File: src/rtl/pu_div_sched_pkg.sv
// Shared definitions for the divider scheduler: defaults, tag layout, helpers.
package pu_div_sched_pkg;

  // Default sizing; DEF_DIV_LATENCY must track the divider pipeline depth.
  localparam int DEF_DATA_WIDTH  = 32;
  localparam int DEF_N_REQ       = 4;
  localparam int DEF_ID_WIDTH    = 2;
  localparam int DEF_DIV_LATENCY = 8;
  localparam int DEF_CNT_WIDTH   = 4;

  // Tag layout: {id, inv, valid}
  localparam int TAG_VALID  = 0;
  localparam int TAG_INV    = 1;
  localparam int TAG_ID_LSB = 2;

  function automatic int tag_width(input int id_width);
    return TAG_ID_LSB + id_width;
  endfunction

endpackage

File: src/rtl/pu_div_sched_rr_arbiter.sv
// Combinational round-robin arbiter: first requester at or above ptr, wrapping.
module rr_arbiter #(
  parameter int N   = 4,
  parameter int IDW = 2
) (
  input  logic [N-1:0]   req,
  input  logic [IDW-1:0] ptr,
  output logic [N-1:0]   grant,
  output logic [IDW-1:0] grant_idx
);

  // Walk the N positions starting at ptr; the first hit wins.
  always_comb begin
    logic           found;
    logic [IDW-1:0] idx;
    grant     = '0;
    grant_idx = '0;
    found     = 1'b0;
    idx       = '0;
    for (int k = 0; k < N; k++) begin
      idx = IDW'((int'(ptr) + k) % N);
      if (!found && req[idx]) begin
        found      = 1'b1;
        grant[idx] = 1'b1;
        grant_idx  = idx;
      end
    end
  end

endmodule

File: src/rtl/pu_div_sched.sv
// Shares one fixed-latency pipelined divider among N_REQ requesters.
// Operands are registered toward the divider; a tag pipe carries owner id and
// invalid flag alongside, and the result is re-registered onto the response bus.
module pu_div_sched
  import pu_div_sched_pkg::*;
#(
  parameter int DATA_WIDTH  = DEF_DATA_WIDTH,
  parameter int N_REQ       = DEF_N_REQ,
  parameter int ID_WIDTH    = DEF_ID_WIDTH,
  parameter int DIV_LATENCY = DEF_DIV_LATENCY,
  parameter int CNT_WIDTH   = DEF_CNT_WIDTH
) (
  input  logic                        clk,
  input  logic                        rst,
  input  logic [N_REQ-1:0]            req_valid,
  input  logic [N_REQ*DATA_WIDTH-1:0] req_numer,
  input  logic [N_REQ*DATA_WIDTH-1:0] req_denom,
  input  logic [N_REQ-1:0]            req_attr_inv,
  output logic [N_REQ-1:0]            req_ready,
  output logic [DATA_WIDTH-1:0]       div_numer,
  output logic [DATA_WIDTH-1:0]       div_denom,
  input  logic [DATA_WIDTH-1:0]       div_quotient,
  input  logic [DATA_WIDTH-1:0]       div_remain,
  output logic                        rsp_valid,
  output logic [ID_WIDTH-1:0]         rsp_id,
  output logic [DATA_WIDTH-1:0]       rsp_quotient,
  output logic [DATA_WIDTH-1:0]       rsp_remain,
  output logic                        rsp_invalid,
  output logic [CNT_WIDTH-1:0]        inflight
);

  localparam int TAG_W = tag_width(ID_WIDTH);
  // Stage 0 sits beside the registered operands, so DIV_LATENCY more stages
  // bring the tag level with the divider output.
  localparam int STAGES = DIV_LATENCY;

  logic [N_REQ-1:0]             grant;
  logic [ID_WIDTH-1:0]          gidx;
  logic [ID_WIDTH-1:0]          ptr_q, ptr_d;
  logic                         hs;
  logic [DATA_WIDTH-1:0]        sel_numer, sel_denom;
  logic [TAG_W-1:0]             tag_new;
  logic [STAGES:0][TAG_W-1:0]   tag_q;
  logic [TAG_W-1:0]             tag_last;
  logic [DATA_WIDTH-1:0]        div_numer_q, div_denom_q;
  logic                         rsp_valid_q, rsp_invalid_q;
  logic [ID_WIDTH-1:0]          rsp_id_q;
  logic [DATA_WIDTH-1:0]        rsp_quotient_q, rsp_remain_q;
  logic [CNT_WIDTH-1:0]         inflight_q, inflight_d;

  rr_arbiter #(.N(N_REQ), .IDW(ID_WIDTH)) u_arb (
    .req       (req_valid),
    .ptr       (ptr_q),
    .grant     (grant),
    .grant_idx (gidx)
  );

  // Grants are suppressed while reset is held so nothing is accepted then.
  assign req_ready = rst ? grant : '0;
  assign hs        = |(req_valid & req_ready);
  assign sel_numer = req_numer[int'(gidx)*DATA_WIDTH +: DATA_WIDTH];
  assign sel_denom = req_denom[int'(gidx)*DATA_WIDTH +: DATA_WIDTH];
  assign tag_last  = tag_q[STAGES];

  // New tag and next pointer for the granted requester.
  always_comb begin
    tag_new = '0;
    ptr_d   = ptr_q;
    if (hs) begin
      tag_new[TAG_VALID]                = 1'b1;
      tag_new[TAG_INV]                  = req_attr_inv[gidx] | (sel_denom == '0);
      tag_new[TAG_ID_LSB +: ID_WIDTH]   = gidx;
      ptr_d = (int'(gidx) == N_REQ - 1) ? '0 : gidx + ID_WIDTH'(1);
    end
  end

  // In-flight count: issue increments, response strobe decrements.
  always_comb begin
    inflight_d = inflight_q;
    case ({hs, rsp_valid_q})
      2'b10:   inflight_d = inflight_q + CNT_WIDTH'(1);
      2'b01:   inflight_d = inflight_q - CNT_WIDTH'(1);
      default: inflight_d = inflight_q;
    endcase
  end

  // Pointer, operand registers, tag pipe and in-flight counter.
  always_ff @(posedge clk) begin
    if (!rst) begin
      ptr_q       <= '0;
      div_numer_q <= '0;
      div_denom_q <= '0;
      tag_q       <= '0;
      inflight_q  <= '0;
    end else begin
      ptr_q      <= ptr_d;
      inflight_q <= inflight_d;
      if (hs) begin
        div_numer_q <= sel_numer;
        div_denom_q <= sel_denom;
      end
      tag_q[0] <= tag_new;
      for (int s = 1; s <= STAGES; s++) tag_q[s] <= tag_q[s-1];
    end
  end

  // Response register: pair divider output with the last tag; zero when idle
  // or invalid so stale divider data never leaks onto the bus.
  always_ff @(posedge clk) begin
    if (!rst || !tag_last[TAG_VALID]) begin
      rsp_valid_q    <= 1'b0;
      rsp_id_q       <= '0;
      rsp_invalid_q  <= 1'b0;
      rsp_quotient_q <= '0;
      rsp_remain_q   <= '0;
    end else begin
      rsp_valid_q    <= 1'b1;
      rsp_id_q       <= tag_last[TAG_ID_LSB +: ID_WIDTH];
      rsp_invalid_q  <= tag_last[TAG_INV];
      rsp_quotient_q <= tag_last[TAG_INV] ? '0 : div_quotient;
      rsp_remain_q   <= tag_last[TAG_INV] ? '0 : div_remain;
    end
  end

  assign div_numer    = div_numer_q;
  assign div_denom    = div_denom_q;
  assign rsp_valid    = rsp_valid_q;
  assign rsp_id       = rsp_id_q;
  assign rsp_invalid  = rsp_invalid_q;
  assign rsp_quotient = rsp_quotient_q;
  assign rsp_remain   = rsp_remain_q;
  assign inflight     = inflight_q;

endmodule

File: config.mk
export PLATFORM = sky130hd
export DESIGN_NAME = pu_div_sched
export DESIGN_NICKNAME = d
export VERILOG_FILES = /design/src/rtl/pu_div_sched_pkg.sv /design/src/rtl/pu_div_sched_rr_arbiter.sv /design/src/rtl/pu_div_sched.sv
export SDC_FILE = /design/constraint.sdc
export NUM_CORES = 1
export LEC_CHECK = 0
export ABC_AREA = 1
export ABC_CLOCK_PERIOD_IN_PS = 8150
export BUFFER_PORTS_ARGS = -buffer_cell sky130_fd_sc_hd__buf_2
export CORE_AREA = 2 2 183 185
export CTS_CLUSTER_SIZE = 28
export DETAILED_ROUTE_END_ITERATION = 10
export DIE_AREA = 0 0 185 187
export GPL_TIMING_DRIVEN = 0
export HOLD_SLACK_MARGIN = 0.06
export PLACE_DENSITY = 0.54
export SYNTH_ARGS = -nofsm -noshare
export SYNTH_HDL_FRONTEND = slang
export SYNTH_SLANG_ARGS = --single-unit
File: constraint.sdc
create_clock -name clk -period 8.15 [get_ports clk]
set_input_delay 0.4075 -clock clk [delete_from_list [all_inputs] [get_ports clk]]
set_output_delay 0.4075 -clock clk [all_outputs]
set_load 0.005 [all_outputs]
After elaboration in Yosys (flattened, before gate mapping). Index checks and enable logic that the tools add are counted.

Flip-flop bits (word level): 174.

Bitwise gates (word level): 5. Reduce and logical (&&, ||, !) cells: 18. $add $sub $neg: 6. Muxes and demuxes: 34. Equality and inequality tests: 3. Shifts and indexed selects: 2. $lt $le $gt $ge: 9.

Operator list (count): $shiftx A128 B8 Y32 (2); $logic_not A32 Y1 (1); $mux W4 (5); $lt A2 B3 Y1 const B (5); $mux W1 (14); $or A4 B4 Y4 (3); $bmux W1 S2 (5); $mux W2 (5); $demux W1 S2 (4); $ge A2 B1 Y1 const B (4); $pmux W4 S2 (1); $logic_and A1 B1 Y1 (7); $logic_not A1 Y1 (5); $add A2 B1 Y2 const B (2); $add A2 B2 Y2 const B (2); $add A4 B1 Y4 const B (1); $and A4 B4 Y4 (1); $eq A2 B1 Y1 const B (2); $reduce_or A4 Y1 (1); $sub A4 B1 Y4 const B (1); $eq A2 B2 Y1 const B (1); $reduce_and A2 Y1 (1); $reduce_bool A2 Y1 (1); $reduce_or A2 Y1 (1); 2 further kinds (2).

Depth between registers and ports, before layout. Gate-level depths: netlist of the first run.

Depth after elaboration: 17. Gate-level depth with buffers: 26.

Modules after synthesis. From an unflattened synthesis of the first run, not the netlist that was laid out.

Cells, all modules: 1166. Area, all modules: 8003.9 um^2.

By module, submodules not included: pu_div_sched (instances 1, cells an instance 1084, area each 7488.4 um^2); rr_arbiter (instances 1, cells an instance 82, area each 515.5 um^2).

Worst setup path before layout of the first run. No wires, ideal clock.

Path type: register -> register. Start point: register ptr_q[1]. End point: register inflight_q[3], in the netlist inflight[3]. Period minus slack after synthesis: 3417 ps. Setup time: 70 ps. Arrival: 3347 ps. Path buffers: 1. Slack: 4733 ps. Cell stages (with the launch flop): 26. Data required time: 8080 ps. Path through: dfxtp_1 > inv_1 > ha_1 > inv_1 > nand3_2 > nand2_4 > inv_2 > nor2_8 > nand2_2 > inv_2 > nand3_1 > nand4_1 > nand2_1 > inv_1 > nand2_1 > nand2_1 > nor2_4 > buf_2 > ha_1 > ha_1 > nand2_1 > nor2_1 > a211oi_1 > xor2_1 > nand2_1 > a21oi_1.

Longest elaborated chain between the ends: 17. Elaborated cells between the ends (all ways): 54. Those cells by class: add/sub (3); order compare (8); eq/ne (2); mux (25); bitwise (4); reduce/logical (12).

RTL lines: from (decl) (RTL line pu_div_sched.sv:39) `logic [ID_WIDTH-1:0] ptr_q, ptr_d;`; from (signal assigned) (RTL line pu_div_sched.sv:96) `ptr_q <= ptr_d;`; branches (longest 11 deep; another with $lt A2 B3 Y1); $mux W4 (*) (RTL line pu_div_sched_rr_arbiter.sv:22) `if (!found && req[idx]) begin`; $mux W4 (*) (RTL line pu_div_sched.sv:59) `assign req_ready = rst ? grant : '0;`; named net req_ready[1] (RTL line pu_div_sched.sv:19) `output logic [N_REQ-1:0] req_ready,`; $and A4 B4 Y4 (*) (RTL line pu_div_sched.sv:60) `assign hs = |(req_valid & req_ready);`; $reduce_or A4 Y1 (*) (RTL line pu_div_sched.sv:60); $eq A2 B1 Y1 or $eq A2 B2 Y1 (tied branches) (RTL line pu_div_sched.sv:80) `case ({hs, rsp_valid_q})`; $pmux W4 S2 or $reduce_bool A2 Y1 (tied branches); to (signal assigned) (RTL line pu_div_sched.sv:97) `inflight_q <= inflight_d;`; to (decl) (RTL line pu_div_sched.sv:49) `logic [CNT_WIDTH-1:0] inflight_q, inflight_d;`.

Mark *: on every way through the listed nets, which the timed path passes. The select of a mux whose other input is x is not followed. A chain may end at the register's enable or synchronous reset.

Final worst setup path of the first run.
Start point: register ptr_q[1]. End point: register inflight_q[3], in the netlist inflight[3].

Longest elaborated chain between the ends: 17. Elaborated cells between the ends (all ways): 54. Those cells by class: add/sub (3); order compare (8); eq/ne (2); mux (25); bitwise (4); reduce/logical (12).

RTL lines (RTL line): branches (longest 11 deep; another with $lt A2 B3 Y1); $mux W4 (*) (pu_div_sched_rr_arbiter.sv:22); $mux W4 (*) (pu_div_sched.sv:59); $and A4 B4 Y4 (*) (pu_div_sched.sv:60); $reduce_or A4 Y1 (*) (pu_div_sched.sv:60); $eq A2 B1 Y1 or $eq A2 B2 Y1 (tied branches) (pu_div_sched.sv:80); $pmux W4 S2 or $reduce_bool A2 Y1 (tied branches).

Every way passes the cells marked *. The select of a mux whose other input is x is not followed.

==> results of run 1 <==
## where the power goes
| part | switching [mW] | total [mW] | internal, mW |
|---|---|---|---|
| Sequential | 0.0695 | 1.05 | 0.979 |
| Clock | 0.444 | 0.879 | 0.435 |
| Combinational | 2.54 | 3.59 | 1.05 |
## cells in the mapped netlist (7+ instances only)
cell type  number  share of area [%]
a21oi_1        50                3.1
buf_2          41                2.5
clkbuf_1       26                1.2
dfxtp_1       174                 43
ha_1           11                1.7
inv_1         119                5.5
nand2_1       214                9.9
nand2_2         7               0.54
nand3_1       143                8.9
nor2_1        186                8.6
o21ai_0        97                6.0
o21ai_1        22                1.4
o22ai_1        32                2.5
## layer usage
| layer | routed length (µm) | up-vias |
|---|---|---|
| li1 | - | 4737 |
| met1 | 14800 | 4307 |
| met2 | 20200 | 459 |
| met5 | 55 | - |
| met4 | 1670 | 8 |
| met3 | 3110 | 59 |
## sequential cells by signal, indices dropped and copies added (netlist names), 2 cells and up
signal        flops
inflight          4
div_denom        32
rsp_id            2
tag_q            32
tag_last          4
div_numer        32
rsp_remain       32
ptr_q             2
rsp_quotient     32
## logic make-up after synthesis
kind of cell	synth area share (%)
AOI/OAI and AO/OA	13.7
buffers and inverters	11.0
xor gates and xnor gates	0.433
adders and majority gates	1.95
and+or+nand+nor	29.9
DFF	43.1
## per-stage QoR
| stage | cells | hold slack [ns] | setup WS, ns | instance area [µm²] |
|---|---|---|---|---|
| global route | 2118 | 0.150 | 3.51 | 11600 |
| floorplan | 1170 | 0.390 | 4.73 | 8080 |
| CTS | 2118 | 0.149 | 3.92 | 11600 |
| finish | 2118 | 0.175 | 3.98 | 11600 |
| detailed placement | 2086 | 0.398 | 3.95 | 11000 |
| global placement | 2086 | 0.392 | 4.03 | 11000 |
## cell usage in the layout, fill, tap and decap left out, types with 4 or more instances in the layout
cell type  count
inv_12         5
o21ai_0       97
nand2_2        7
o22ai_1       32
inv_8          4
buf_6          5
nand4_1        5
nor2_1       186
ha_1          11
o21ai_1       22
buf_4          5
clkbuf_1      26
nand2_1      214
inv_2          5
dfxtp_1      174
a21oi_1       50
nand3_1      143
clkbuf_16     17
inv_1        119
buf_2        509
## worst max-delay path by stage
stage,startpoint,to,slack (ns)
after CTS,ptr_q[1],inflight[3],3.92
after global placement,ptr_q[1],inflight[3],4.03
final,ptr_q[1],inflight[3],3.98
after floorplan,ptr_q[1],inflight[3],4.73
after global routing,ptr_q[1],inflight[3],3.51
after detailed placement,ptr_q[1],inflight[3],3.95
## area by class of cell
cell class	instances	area (µm²)	share of cell area, %
Timing Repair Buffer	468	2340	20.1
Buffer	80	408	3.51
Clock inverter	15	213	1.83
Multi-Input combinational cell	790	3710	32.0
Clock buffer	17	425	3.66
Inverter	126	478	4.11
Tap cell	448	561	4.82
Sequential cell	174	3480	30.0
## worst max-delay path: stages (launching register included)
cell	delay, ns
dfxtp_1	0.55
inv_1	0.25
ha_1	0.43
inv_1	0.09
nand3_2	0.09
nand2_4	0.08
inv_2	0.10
nor2_8	0.05
nand2_2	0.09
inv_2	0.06
nand3_1	0.07
nand3_1	0.08
nand2_1	0.08
inv_2	0.05
nand2_1	0.08
nand2_1	0.09
nor2_4	0.26
buf_2	0.33
ha_1	0.29
ha_1	0.30
nand2_1	0.08
nor2_1	0.04
a211oi_1	0.20
xor2_1	0.17
nand2_1	0.06
a21oi_1	0.12
==> qor.txt, run 1 <==
TritonCTS clock tree: yes
Slew Limit Headroom: 48.2%
Critical path class: reg -> reg
GRT overflow: 0
Hold buffers post-CTS: 0
Pre-antenna DRT Iters: 5
Io pins: 470
Pin count of the biggest net entering global routing: 23
Worst VDD drop: 0.265 mV
Post-synthesis sequential area ratio: 43.1%
Util after Layout: 35.4%
Total CTS buffers: 17
Busiest grt layer: met2
Synth Flop Type: dfxtp_1
Synth cell types: 33
H-tree lvl count: 4
DIE WIDTH: 185 µm
Startpoint Class: register
Layout Nets: 1999
Mapped Area: 0.00808 mm²
Hold Startpoint: div_remain[12]
# DRC: 0
Starting Density: 24.6%
Buffers on Ports: 468
GRT Total Usage: 22.3%
Layout cells sized above 1: 34.4%
Root Driver: clkbuf_16
Hold Path End: rsp_remain[12]
Total number of yosys warnings: 0
Drt wl/cell: 18.8 µm
Arrival time at the worst endpoint: 4.52 ns
Via Count: 9570
Mapped Cells: 1170
Final setup fails: 0
Hold depth: 3
Clock Skew: 0.0189 ns
Synthesized Nets: 1512
Power per Cell Area: 475 mW/mm²
Layout area overhead: 43.8%
Pleak: 6.33 nW
GR Util met1: 23.6%
R2R Setup Slk: 3.98 ns
Ant diodes: 0
Post-synth EDFFs: 0
Maximum clock rate: 0.240 GHz
Synthesized flop and latch total: 174
M2 GR Usage: 41.5%
Min cycle time layout: 4.17 ns
Final ANT Viol Nets: 0
Initial antenna violation count: 4
Status: finished clean
GPL Wtd Cong: 0.966
Post-CTS Setup Bufs: 0
Post-route setup TNS: 0 ns
Syn Area/Cell: 6.91 µm²
PnR Total Power: 5.52 mW
# rows: 67
Clk_lat worst skew: 0.44 ns
Max Cap Violations: 0
Maximum buffer depth of the clock tree: 2
Clk sinks: 174
Vias per cell: 4.52
Vias in the first global route: 9161
Period utilisation layout: 51.1%
Worst EP required: 8.51 ns
FF-to-FF path depth: 25
Asr flop ratio synth: 0%
DRT Wirelength: 39800 µm
Clock transition at path regs: 0.09 ns
RSZ-0062 raised after global routing: false
Fill cells: 3645
Hold WC Path Type: in -> reg
1st-iter DRT viols: 468
Post-cts sizing count: 0
Worst slew pin tran: 0.777 ns
Core Footprint: 0.0329 mm²
FF-to-FF End: inflight[3]
Slew Viols, Final: 0
Nature of the critical path endpoint: register
First-pass GRT wire length: 56400 µm
Post-DP HPWL: 32300 µm
Die area: 0.0346 mm²
CP max FO: 10
Chip Height: 187 µm
Met3 Usage GRT: 5.39%
R2r startpoint: ptr_q[1]
Final hold vios: 0
No activity file was read; power rests on OpenSTA's default activity.
==> run 2, diff against run 1 <==
--- a/config.mk
+++ b/config.mk
@@ -6,15 +6,15 @@
 export NUM_CORES = 1
 export LEC_CHECK = 0
 export ABC_AREA = 1
-export ABC_CLOCK_PERIOD_IN_PS = 8150
+export ABC_CLOCK_PERIOD_IN_PS = 4070
 export BUFFER_PORTS_ARGS = -buffer_cell sky130_fd_sc_hd__buf_2
-export CORE_AREA = 2 2 183 185
+export CORE_AREA = 2 2 180 182
 export CTS_CLUSTER_SIZE = 28
 export DETAILED_ROUTE_END_ITERATION = 10
-export DIE_AREA = 0 0 185 187
+export DIE_AREA = 0 0 182 184
 export GPL_TIMING_DRIVEN = 0
 export HOLD_SLACK_MARGIN = 0.06
-export PLACE_DENSITY = 0.54
+export PLACE_DENSITY = 0.56
 export SYNTH_ARGS = -nofsm -noshare
 export SYNTH_HDL_FRONTEND = slang
 export SYNTH_SLANG_ARGS = --single-unit
==> constraint.sdc (replaced) <==
create_clock -name clk -period 4.07 [get_ports clk]
set_input_delay 0.2035 -clock clk [delete_from_list [all_inputs] [get_ports clk]]
set_output_delay 0.2035 -clock clk [all_outputs]
set_load 0.005 [all_outputs]
==> qor.txt, run 2 (synthesis gave the netlist of run 1 again) <==
Setup crit start: ptr_q[0]
Fill cells: 3363
Pleak: 6.61 nW
Startpoint Class: register
Layout cells sized above 1: 33.5%
Via Count: 9924
Nature of the critical path endpoint: register
Core Footprint: 0.0314 mm²
TritonCTS clock tree: yes
Die area: 0.0335 mm²
R2R Setup Slk: 0.27 ns
PnR Total Power: 11.0 mW
Min cycle time layout: 3.80 ns
Vias per cell: 4.63
Chip Height: 184 µm
Hold Startpoint: req_denom[116]
Maximum buffer depth of the clock tree: 2
Total CTS buffers: 17
DRT Wirelength: 40600 µm
Worst EP required: 4.43 ns
Util after Layout: 39.1%
CP max FO: 13
Worst VDD drop: 0.654 mV
Clock transition at path regs: 0.08 ns
Arrival time at the worst endpoint: 4.17 ns
Non-filler cells, final: 2143
CP dominant cell by count: nand2_1
# rows: 65
Slew Limit Headroom: 37.4%
Pre-antenna DRT Iters: 5
Io pins: 470
Final setup fails: 0
Min Hold Slack: 0.197 ns
Commonest non-fill, non-tap cell in the layout: buf_2
# DRC: 0
Status: finished clean
Hold WC Path Type: in -> reg
Area taken by flip-flops and latches: 0.00349 mm²
Period utilisation layout: 93.5%
Final hold vios: 0
Max Cap Violations: 0
Post-DP HPWL: 32000 µm
Slew Viols, Final: 0
DIE WIDTH: 182 µm
Buffers on Ports: 468
Starting Density: 25.8%
Post-route setup TNS: 0 ns
1st-iter DRT viols: 448
Commonest cells after routing, fill and taps aside: 508 x buf_2, 214 x nand2_1, 186 x nor2_1, 172 x dfxtp_1, 143 x nand3_1
Clk sinks: 174
GRT overflow: 0
Initial antenna violation count: 5
Clock Skew: 0.0162 ns
Worst Path Buf+Inv: 7
R2r startpoint: ptr_q[0]
Final ANT Viol Nets: 0
Root Driver: clkbuf_16
Dpl cells: 2040
Layout area overhead: 51.7%
Power per Cell Area: 897 mW/mm²
H-tree lvl count: 4
CP max stage delay: 0.39 ns
Layout Nets: 2067
Worst path top cell family by delay: simple AND/OR/NAND/NOR gates
Worst slew pin tran: 0.939 ns
GPL Wtd Cong: 0.932
GRT Total Usage: 23.4%
Clk_lat worst skew: 0.44 ns
RSZ-0062 raised after global routing: false
Vias in the first global route: 10.0k
First-pass GRT wire length: 58500 µm
Slowest cell on the critical path: dfxtp_2
Maximum clock rate: 0.263 GHz
Drt wl/cell: 18.9 µm
Critical path class: reg -> reg
Multi-input gate area: 0.00372 mm²
Pin count of the biggest net entering global routing: 23
run 2: cell types whose count changed in the layout (fill, tap and decap cells not counted), sizes merged:
cell         before  now
dlygate4sd3       0   64
diode             0    3
clkinv            4    5
inv             137  135
buf             522  526
clkinvlp          0    1
run 2: final timing paths:
| check | to | depth (start not counted) |
|---|---|---|
| setup / recovery | inflight[3] | 26 |
| hold / removal | div_denom[20] | 5 |
| setup reg to reg | inflight[3] | 26 |
| hold reg to reg | rsp_id[1] | 2 |
run 2: worst min-delay path, cell delays in order:
cell and delay [ns]:
buf_2 0.11, nand2_1 0.06, nand3_1 0.06, nand2_1 0.09, a21oi_1 0.07
run 2: layout make-up:
type	count	area share (%)
Antenna cell	3	0.0612
Timing Repair Buffer	536	24.6
Buffer	80	3.35
Clock buffer	17	3.47
Inverter	126	3.93
Sequential cell	174	28.5
Tap cell	402	4.10
Clock inverter	15	1.75
Multi-Input combinational cell	790	30.3
run 2: power by group:
group | internal, mW | switching [mW] | total, mW
Sequential | 1.96 | 0.137 | 2.10
Clock | 0.869 | 0.891 | 1.76
Combinational | 2.17 | 4.97 | 7.14
run 2: what timing repair did:
item	in CTS	in global routing
hold buffers	64	0
endpoints found under the setup margin	2	2
setup buffers	0	4
cloned	0	0
resized for setup	2	4
pin swaps	0	1
hold endpoints to repair	64	0
run 2: per-stage QoR:
step           worst slack, ns  area [µm²]
4_1_cts                 0.0390       12200
2_1_floorplan            0.653        8080
6_report                 0.266       12300
3_5_place_dp            -0.216       10900
3_3_place_gp           -0.0846       10900
5_1_grt                 0.0492       12300
run 2: per-layer routing:
| metal | wire length, µm | share of wire, % | GRT usage [%] | up-vias |
|---|---|---|---|---|
| li1 | - | - | - | 4869 |
| met1 | 15700 | 39 | 25.6 | 4506 |
| met2 | 20500 | 51 | 43.3 | 478 |
| met3 | 2790 | 6.9 | 5.11 | 69 |
| met4 | 1530 | 3.8 | 10.2 | 2 |
| met5 | 13 | 0.032 | 0 | - |
==> run 3, diff against run 2 <==
--- a/config.mk
+++ b/config.mk
@@ -8,13 +8,14 @@
 export ABC_AREA = 1
 export ABC_CLOCK_PERIOD_IN_PS = 4070
 export BUFFER_PORTS_ARGS = -buffer_cell sky130_fd_sc_hd__buf_2
-export CORE_AREA = 2 2 180 182
+export CORE_AREA = 2 2 185 187
 export CTS_CLUSTER_SIZE = 28
 export DETAILED_ROUTE_END_ITERATION = 10
-export DIE_AREA = 0 0 182 184
+export DIE_AREA = 0 0 187 189
 export GPL_TIMING_DRIVEN = 0
 export HOLD_SLACK_MARGIN = 0.06
-export PLACE_DENSITY = 0.56
+export PLACE_DENSITY = 0.53
 export SYNTH_ARGS = -nofsm -noshare
 export SYNTH_HDL_FRONTEND = slang
+export SYNTH_HIERARCHICAL = 1
 export SYNTH_SLANG_ARGS = --single-unit
==> qor.txt, run 3 <==
1st-iter DRT viols: 457
Nature of the critical path endpoint: register
FF-to-FF End: div_numer[20]
Power per Cell Area: 723 mW/mm²
Net load switching power: 4.38 mW
Slew Limit Headroom: 43.7%
Post-synth EDFFs: 0
Status: finished clean
Hold depth: 3
# rows: 67
TritonCTS clock tree: yes
Vias in the first global route: 9611
Arrival time at the worst endpoint: 4.01 ns
DRT Wirelength: 38200 µm
Maximum buffer depth of the clock tree: 2
Final hold vios: 0
Via Count: 9614
DIE WIDTH: 187 µm
Root Driver: clkbuf_16
Part of the power in combinational logic: 57.3%
Fraction of power consumed by the clock network: 19.5%
Asr flop ratio synth: 0%
GRT Total Usage: 21.2%
Period utilisation layout: 91.0%
Hold Path End: div_numer[31]
Synth top cells by count: 248 x nand2_1, 235 x nor2_1, 174 x dfxtp_1
Starting Density: 24.0%
Layout area overhead: 52.5%
Synth cell types: 35
Io pins: 470
GRT overflow: 0
First-pass GRT wire length: 56000 µm
Total CTS buffers: 17
Layout Nets: 2058
Slew Viols, Final: 0
Slowest cell on the critical path: o21ai_1
Synthesized flop and latch total: 174
Cells along the critical path: bufinv_8 -> ha_1 -> inv_1 -> nand3_1 -> nand2_1 -> nand3_1 -> nor2_1 -> nor2_1 -> nor2_1 -> buf_4 -> inv_4 -> buf_6 -> buf_6 -> clkbuf_1 -> o21ai_1 -> a31oi_1
Die area: 0.0353 mm²
Net Sw Frac: 49.6%
Worst path top cell family by delay: buffers and inverters
H-tree lvl count: 4
Chip Height: 189 µm
Worst slew pin tran: 0.844 ns
R2r startpoint: ptr_q[1]
FF-to-FF path depth: 16
Setup WS post-layout: 0.365 ns
Min cycle time layout: 3.70 ns
Vias per cell: 4.41
Flop pwr share: 23.2%
Dpl ws: -0.189 ns
Clk_lat worst skew: 0.43 ns
CP dominant cell by count: nor2_1
Int Power: 4.44 mW
RSZ-0062 raised after global routing: false
Clk sinks: 174
Pre-antenna DRT Iters: 5
Maximum clock rate: 0.270 GHz
Worst VDD drop: 0.350 mV
Mapped Area: 0.00800 mm²
Mapped Cells: 1166
Core Footprint: 0.0333 mm²
# DRC: 0
Top-count cell post-synth: nand2_1
Layout cells sized above 1: 32.3%
Total number of yosys warnings: 6
GPL Wtd Cong: 0.875
R2R Setup Slk: 0.37 ns
Commonest cells after routing, fill and taps aside: 488 x buf_2, 248 x nand2_1, 235 x nor2_1, 172 x dfxtp_1, 118 x inv_1
Yosys top cell by area: dfxtp_1
Top cells by area, synth: dfxtp_1 44%, nand2_1 12%, nor2_1 11%
Startpoint Class: register
Pin count of the biggest net entering global routing: 20
Post-synth top area share: 43.5%
Syn Area/Cell: 6.86 µm²
Post-route setup TNS: 0 ns
CP max FO: 10
Commonest non-fill, non-tap cell in the layout: buf_2
Post-DP HPWL: 30700 µm
Initial antenna violation count: 5
Synthesized Nets: 1505
Pleak: 6.63 nW
Clock transition at path regs: 0.08 ns
Drt wl/cell: 17.5 µm
Max Cap Violations: 0
Post-synthesis sequential area ratio: 43.5%
CP max stage delay: 0.61 ns
Buffers on Ports: 469
Hold Startpoint: req_numer[63]
Worst EP required: 4.37 ns
Clock Skew: 0.00927 ns
Final setup fails: 0
Final ANT Viol Nets: 0
Hold WC Path Type: in -> reg
Post-DP Area: 0.0109 mm²
Synth Flop Type: dfxtp_1
Worst Path Buf+Inv: 7
Final non-filler cell area: 0.0122 mm²
Critical path class: reg -> reg
-- run 3: cell types whose count changed after synthesis, sizes merged, moves of 9 or more --
cell | before | now
a31oi | 1 | 23
a311oi | 0 | 9
a21oi | 51 | 36
buf | 54 | 42
nor2 | 189 | 237
nand2 | 224 | 254
nand3 | 145 | 90
o22ai | 32 | 0
-- run 3: worst max-delay path by stage --
| stage | from | endpoint | slack [ns] | depth (start not counted) |
|---|---|---|---|---|
| final | ptr_q[1] | div_numer[20] | 0.37 | 16 |
| after global routing | ptr_q[0] | inflight[3] | 0.02 | 26 |
| after CTS | ptr_q[1] | inflight[3] | 0.09 | 23 |
| after detailed placement | ptr_q[1] | inflight[2] | -0.19 | 23 |
| after global placement | ptr_q[1] | inflight[2] | -0.21 | 23 |
| after floorplan | ptr_q[1] | inflight[2] | 0.87 | 23 |
-- run 3: logic make-up (layout without fill, tap and decap cells) --
kind of cell | Yosys count | after routing | share of synthesized area, %
adders and majority gates | 9 | 9 | 1.41
other | 0 | 1 | 0
and+or+nand+nor | 583 | 583 | 30.0
xor gates and xnor gates | 2 | 2 | 0.219
buffers and inverters | 198 | 764 | 11.2
AOI/OAI and AO/OA | 200 | 200 | 13.7
DFF | 174 | 174 | 43.5
-- run 3: cell type report --
type                            count  area, µm²
Multi-Input combinational cell    794       3640
Tap cell                          448        561
Antenna cell                        1       2.50
Clock inverter                     15        191
Timing Repair Buffer              534       3000
Buffer                             75        417
Fill cell                        3630      21100
Sequential cell                   174       3490
Clock buffer                       17        425
Inverter                          123        487
-- run 3: per-layer routing --
layer  global-route usage, %  up-vias  wire [µm]
met5                       0        -         35
met1                    23.0     4334      14900
met2                    39.2      423      19500
li1                        -     4799          -
met4                    8.42        6       1200
met3                    5.41       52       2600
-- run 3: stage by stage --
stage / total power [mW] / util, % / hold WS [ns] / instances
global placement: 7.10 / 32.8 / 0.393 / 2083
floorplan: 5.11 / - / 0.316 / 1166
global route: 9.54 / 36.7 / 0.0669 / 2181
finish: 8.82 / 36.7 / 0.0793 / 2181
detailed placement: 7.11 / 32.8 / 0.395 / 2083
CTS: 8.93 / 36.6 / 0.0614 / 2179
-- run 3: what timing repair did --
| item | in CTS | in global routing |
|---|---|---|
| setup buffers | 0 | 1 |
| endpoints found under the hold margin | 64 | 0 |
| resized for setup | 4 | 10 |
| setup endpoints to repair | 12 | 16 |
| hold buffers | 64 | 0 |
| pin swaps | 0 | 0 |
-- run 3: power groups by stage --
stage,registers [mW],clock network (mW),logic [mW]
5_1_grt,2.07,1.85,5.62
3_3_place_gp,2.08,0,5.03
6_report,2.05,1.72,5.06
4_1_cts,2.04,1.78,5.11
3_5_place_dp,2.08,0,5.04
2_1_floorplan,2.08,0,3.03
-- run 3: tightest hold or removal path, stage by stage --
cell	delay (ns)
buf_2	0.08
o21ai_0	0.06
a31oi_1	0.14
